### config.mk
export PLATFORM = sky130hd
export DESIGN_NAME = video_stream_arbiter
export DESIGN_NICKNAME = d
export VERILOG_FILES = /design/src/rtl/video_stream_arbiter.sv
export SDC_FILE = /design/constraint.sdc
export NUM_CORES = 1
export LEC_CHECK = 0
export BUFFER_PORTS_ARGS = -buffer_cell sky130_fd_sc_hd__buf_2
export CAP_MARGIN = 20
export CORE_MARGIN = 2
export CORE_UTILIZATION = 47
export CTS_BUF_LIST = sky130_fd_sc_hd__clkbuf_4 sky130_fd_sc_hd__clkbuf_8 sky130_fd_sc_hd__clkbuf_16
export DETAILED_ROUTE_END_ITERATION = 7
export GPL_TIMING_DRIVEN = 0
export PLACE_DENSITY = 0.89
export RECOVER_POWER = 50
export SLEW_MARGIN = 20
export SYNTH_ARGS = -nofsm -noshare
export SYNTH_HDL_FRONTEND = slang
export SYNTH_SLANG_ARGS = --single-unit
### constraint.sdc
create_clock -name clk -period 6.4 [get_ports clk]
set_clock_uncertainty 0.05 [all_clocks]
set_input_delay 0.64 -clock clk [delete_from_list [all_inputs] [get_ports clk]]
set_output_delay 0.64 -clock clk [all_outputs]
set_load 0.03 [all_outputs]
### src/rtl/video_stream_arbiter.sv
// rtl/video_stream_arbiter.sv - frame-granular round-robin arbiter sharing one video filter between two AXI4-Stream sources
module video_stream_arbiter #(
    parameter int FRAME_LINES = 200
) (
    input  logic        clk,
    input  logic        reset,
    input  logic [23:0] s0_axis_video_tdata,
    input  logic        s0_axis_video_tvalid,
    output logic        s0_axis_video_tready,
    input  logic        s0_axis_video_tuser,
    input  logic        s0_axis_video_tlast,
    input  logic [23:0] s1_axis_video_tdata,
    input  logic        s1_axis_video_tvalid,
    output logic        s1_axis_video_tready,
    input  logic        s1_axis_video_tuser,
    input  logic        s1_axis_video_tlast,
    output logic [23:0] m_axis_video_tdata,
    output logic        m_axis_video_tvalid,
    input  logic        m_axis_video_tready,
    output logic        m_axis_video_tuser,
    output logic        m_axis_video_tlast,
    output logic        m_axis_video_tdest,
    input  logic        arb_hold,
    output logic [1:0]  grant,
    output logic        busy,
    output logic        err_early_sof
);

    typedef enum logic {ARB_IDLE, ARB_FRAME} arb_state_t;

    localparam logic [15:0] LAST_LINE = 16'(FRAME_LINES - 1);

    arb_state_t  state_q, state_d;
    logic        sel_q, sel_d;
    logic        last_grant_q, last_grant_d;
    logic [15:0] line_cnt_q, line_cnt_d;
    logic        err_q, err_d;

    logic [23:0] src_tdata;
    logic        src_tvalid, src_tuser, src_tlast;
    logic        req0, req1, early_sof;

    always_comb begin
        src_tdata  = sel_q ? s1_axis_video_tdata  : s0_axis_video_tdata;
        src_tvalid = sel_q ? s1_axis_video_tvalid : s0_axis_video_tvalid;
        src_tuser  = sel_q ? s1_axis_video_tuser  : s0_axis_video_tuser;
        src_tlast  = sel_q ? s1_axis_video_tlast  : s0_axis_video_tlast;
        req0       = s0_axis_video_tvalid && s0_axis_video_tuser;
        req1       = s1_axis_video_tvalid && s1_axis_video_tuser;
        early_sof  = src_tvalid && src_tuser && (line_cnt_q != 16'd0);

        state_d      = state_q;
        sel_d        = sel_q;
        last_grant_d = last_grant_q;
        line_cnt_d   = line_cnt_q;
        err_d        = 1'b0;

        m_axis_video_tdata   = src_tdata;
        m_axis_video_tuser   = src_tuser;
        m_axis_video_tlast   = src_tlast;
        m_axis_video_tvalid  = 1'b0;
        s0_axis_video_tready = 1'b0;
        s1_axis_video_tready = 1'b0;

        case (state_q)
            ARB_IDLE: begin
                // Drain non-SOF beats so a source realigns to its next frame start.
                s0_axis_video_tready = !s0_axis_video_tuser;
                s1_axis_video_tready = !s1_axis_video_tuser;
                if (!arb_hold && (req0 || req1)) begin
                    state_d = ARB_FRAME;
                    sel_d   = (req0 && req1) ? !last_grant_q : req1;
                end
            end
            ARB_FRAME: begin
                if (early_sof) begin
                    // Abort without consuming the SOF so it can win the next arbitration.
                    state_d      = ARB_IDLE;
                    line_cnt_d   = 16'd0;
                    last_grant_d = sel_q;
                    err_d        = 1'b1;
                end else begin
                    m_axis_video_tvalid = src_tvalid;
                    if (sel_q) s1_axis_video_tready = m_axis_video_tready;
                    else       s0_axis_video_tready = m_axis_video_tready;
                    if (src_tvalid && m_axis_video_tready && src_tlast) begin
                        if (line_cnt_q == LAST_LINE) begin
                            state_d      = ARB_IDLE;
                            line_cnt_d   = 16'd0;
                            last_grant_d = sel_q;
                        end else begin
                            line_cnt_d = line_cnt_q + 16'd1;
                        end
                    end
                end
            end
            default: state_d = ARB_IDLE;
        endcase
    end

    always_ff @(posedge clk or negedge reset) begin
        if (!reset) begin
            state_q      <= ARB_IDLE;
            sel_q        <= 1'b0;
            last_grant_q <= 1'b1;
            line_cnt_q   <= 16'd0;
            err_q        <= 1'b0;
        end else begin
            state_q      <= state_d;
            sel_q        <= sel_d;
            last_grant_q <= last_grant_d;
            line_cnt_q   <= line_cnt_d;
            err_q        <= err_d;
        end
    end

    assign busy              = (state_q == ARB_FRAME);
    assign grant             = busy ? (sel_q ? 2'b10 : 2'b01) : 2'b00;
    assign m_axis_video_tdest = sel_q;
    assign err_early_sof     = err_q;

endmodule
## Word level (Yosys, flattened, before mapping)

Cells that the tools add are included.

| cells by class | value |
|---|---|
| mux-type cells | 28 |
| add/sub/neg operators | 1 |
| equality and inequality tests | 1 |
| bitwise logic cells | 1 |
| reduce and logical (&&, ||, !) cells | 19 |

Operators with widths:

| operator | number |
|---|---|
| 2-to-1 mux 16 bit | 3 |
| 2-to-1 mux 24 bit | 1 |
| 2-to-1 mux 1 bit | 19 |
| adder 16 x 1 -> 16 bit (second input constant) | 1 |
| equality test 16 x 8 -> 1 bit (second input constant) | 1 |
| nonzero test 16 bit | 1 |
| logical AND 1 bit | 8 |
| case mux 1 bit (2 select lines) | 3 |
| logical NOT 1 bit | 4 |
| 2-to-1 mux 2 bit | 2 |
| AND reduction 2 bit | 2 |
| nonzero test 2 bit | 2 |
| AND reduction 3 bit | 1 |
| logical OR 1 bit | 1 |
| inverter 1 bit | 1 |

| storage, ports and cells | value |
|---|---|
| output and inout port bits | 34 |
| bits in registers | 20 |
| logic and storage cells | 55 |

## Logic depth before layout (Yosys ltp)

| logic depth | value |
|---|---|
| word-level depth | 6 |
| mapped depth | 9 |
| gate-level depth less buffers | 7 |

## Worst setup path after synthesis

No wires, ideal clock.

| timing path | value |
|---|---|
| path type | reg2out |
| start point | register line_cnt_q[0] |
| end point | output port s1_axis_video_tready |
| stages on the path, launching flop included | 9 |
| path slack | 3.236 ns |
| data arrival time | 2.474 ns |
| path through | dfrtp_1 inv_1 ha_1 or4b_2 or4_1 buf_2 nand2_1 a31oi_1 a21oi_1 |

| between the ends | value |
|---|---|
| cells in the longest elaborated chain, start to end | 4 |

Ends and longest elaborated chain:

| what | RTL line | source |
|---|---|---|
| start: declaration | 36 | `logic [15:0] line_cnt_q, line_cnt_d;` |
| start signal: assignment | 112 | `line_cnt_q <= line_cnt_d;` |
| nonzero test 16 bit | 50 | `early_sof = src_tvalid && src_tuser && (line_cnt_q != 16'd0);` |
| logical AND 1 bit | 50 |  |
| 2-to-1 mux 1 bit | 76 | `if (early_sof) begin` |
| case mux 1 bit (2 select lines) | 65 | `case (state_q)` |
| end: declaration | 14 | `output logic s1_axis_video_tready,` |

No other way between the ends.

## Worst setup path after layout

Ends and elaborated chain as after synthesis.

==> out/results.ini <==
[worst_setup_path]
path_cells = inv_1, ha_1, or4b_2, or4_1, clkbuf_1, nand2_1, a31oi_1, a21oi_1, buf_2
setup.worst_path.end_class = output port
worst_path_max_delay_cell = or4b_2
cp_max_fo = 9
cp_top_family = simple AND/OR/NAND/NOR gates
critical-path-max-stage-delay_ns = 0.59
required_ns = 5.71
timing.critical_path.from_type = flop
arrival_ns = 2.92
critical_path.n_buffers_inverters = 3
criticalPathCategory = flop to output port

[timing]
fin_crit_ns = 3.61
tightestPinTransition_ns = 1.05
grt_setup_unrepaired = false
finalSetupViolCount = 0
maxSlewHeadroom_pct = 29.8
timing.final.crit_share_pct = 56.4
fmax_mhz = 277
hold_viol_final = 0
number_of_max_slew_violations_in_the_final_report = 0
setup-tns-final_ns = 0
timing.final.ws_setup_ns = 2.79

[die]
floorplan.rows = 20
boundary_pin_count = 92
core_area_mm2 = 0.00308
initial_utilization_pct = 49.7
chipHeight_um = 61.0
die-area_mm2 = 0.00373
die_w_um = 61.0

[drt]
drt-initial-drc-count = 152
avgViaCountPerCell = 5.57
final_antenna_net_count = 0
drt-total-wl_mm = 4.66
drt_drc_violations_left = 0
vias = 1733
drt_pre_antenna_iters = 4
wl_per_cell_um = 15.0

[yosys]
netlist_instances = 172
synth-async-reset-ratio_pct = 100
mean_syn_cell_area_um2 = 8.89
yosys_register_bits = 20
synth-main-ff-cell = dfrtp_1
mappedNetlistArea_mm2 = 0.00153
synth_edf_count = 0
part_of_the_yosys_area_used_for_sequential_elements_pct = 32.8
synth.lib_cells_used.distinct = 38
postSynthNetCount = 232
synthesis.yosys.warnings = 0

[layout]
layout-area-overhead-vs-synth_pct = 34.9
finalNetCount = 328
drive_gt1_share_pct = 43.4
diodes_inserted = 0

[clock_tree]
cts_repair_resized_insts = 0
clock_tree.buffer_depth = 2
cts.hold.buffers_added = 0
postCtsSetupRepairBufs = 0
clock_sinks = 20
cts-buffers-inserted = 3
clock_insertion_delay_worst_skew_ns = 0.31
cts_root_buf = clkbuf_4
tritoncts = done
clkSlewWorstSetupHoldPaths_ns = 0.11
cts_htree_levels = 1

[placed_design]
finalWeightedCongestion = 0.805
place_ws_ns = 3.20
portBuffers = 91
dp.final_hpwl_mm = 3.74

[power]
power_density_mw_per_mm2 = 369
leakagePower_uw = 0.000976
vdd_ir_drop_max_v = 0.000232

[grt]
antenna_found_initial = 0
global_route_wire_length_before_repair_mm = 7.25
grt_start_max_net_pins = 21
first_global_vias = 1554
grtUsageTotal_pct = 25.5
grt_remaining_overflow = 0

[worst_hold_path]
hp-class = input pin to async pin

[flow_run]
max_cap_viols = 0

[status]
outcome = completed

logic make-up (layout without fill, tap and decap cells):
kind of cell | count (synthesis) | after routing | synth area share, %
and+or+nand+nor | 59 | 59 | 19.6
DFF | 20 | 20 | 32.8
adders and majority gates | 2 | 2 | 1.64
buffers and inverters | 12 | 107 | 3.52
AOI/OAI and AO/OA | 49 | 49 | 20.5
muxes | 30 | 30 | 21.9
metrics by stage:
step	total power, µW	cells	hold WS (ns)	instance area [µm²]	utilization, %
6_report	760	311	0.433	2060	67.0
5_1_grt	805	311	0.501	2060	67.0
4_1_cts	768	311	0.221	2080	67.4
3_5_place_dp	695	307	0.462	2040	66.3
3_3_place_gp	682	307	0.446	2040	66.3
2_1_floorplan	558	172	0.294	1530	-
synth_stat cells, types with 3 or more instances:
cell | number | area, µm²
nor3_1 | 3 | 15.0
or4_1 | 3 | 22.5
nor2_1 | 7 | 26.3
nand3_1 | 6 | 30.0
a21oi_1 | 14 | 70.1
nand4_1 | 6 | 37.5
o21ai_0 | 6 | 30.0
mux2_2 | 27 | 304
dfrtp_1 | 19 | 475
a31oi_1 | 9 | 56.3
nand2_1 | 20 | 75.1
o21ai_1 | 5 | 25.0
clkbuf_1 | 5 | 18.8
and3_1 | 3 | 18.8
nor4_1 | 5 | 31.3
inv_1 | 4 | 15.0
area by class of cell:
class                      count  area (µm²)
sequential                    20         502
clock buffer                   4        36.3
tap                           44        55.1
timing repair buffer          91         443
multi-input combinational    140         973
inverter                       5        18.8
buffer                         7        33.8
fill                         278        1020
sequential cells by signal (all words and copies together) (netlist names):
| name | count |
|---|---|
| line_cnt_q | 16 |
| err_early_sof | 1 |
| busy | 1 |
| m_axis_video_tdest | 1 |
| last_grant_q | 1 |
per-layer routing:
layer / part of all wire (%) / vias to the layer above / global-route usage, %
li1: - / 850 / -
met1: 43 / 817 / 34.4
met2: 49 / 60 / 43.6
met3: 6.8 / 6 / 5.04
met4: 0.88 / 0 / 3.42
met5: 0 / - / 0
worst paths after layout:
kind | startpoint | cells after the start | endpoint | slack (ns)
max | line_cnt_q[0] | 9 | s1_axis_video_tready | 2.79
min | reset | 1 | line_cnt_q[14] | 0.43
max reg2reg | line_cnt_q[0] | 9 | line_cnt_q[12] | 3.51
min reg2reg | line_cnt_q[14] | 1 | line_cnt_q[14] | 0.48
max in group asynchronous | reset | 1 | line_cnt_q[5] | 5.23
min in group clk | line_cnt_q[14] | 1 | line_cnt_q[14] | 0.48
power by group:
part / internal, µW / switching [µW] / leakage (µW)
sequential: 150 / 15.8 / 0.000269
combinational: 179 / 342 / 0.000686
clock: 34.8 / 38.3 / 0.0000210
cells in the final DEF (no fill, tap or decap), types with 3 or more instances in the layout:
| cell type | synthesis | layout |
|---|---|---|
| clkbuf_1 | 5 | 16 |
| inv_1 | 4 | 4 |
| nor4_1 | 5 | 5 |
| mux2_2 | 27 | 27 |
| a31oi_1 | 9 | 9 |
| buf_2 | 1 | 81 |
| dfrtp_1 | 19 | 19 |
| o21ai_1 | 5 | 5 |
| nand2_1 | 20 | 20 |
| or4_1 | 3 | 3 |
| a21oi_1 | 14 | 14 |
| and3_1 | 3 | 3 |
| nor3_1 | 3 | 3 |
| o21ai_0 | 6 | 6 |
| nor2_1 | 7 | 7 |
| nand4_1 | 6 | 6 |
| nand3_1 | 6 | 6 |
| clkbuf_4 | 0 | 3 |
Note: power is estimated with default switching activity, not from simulation.
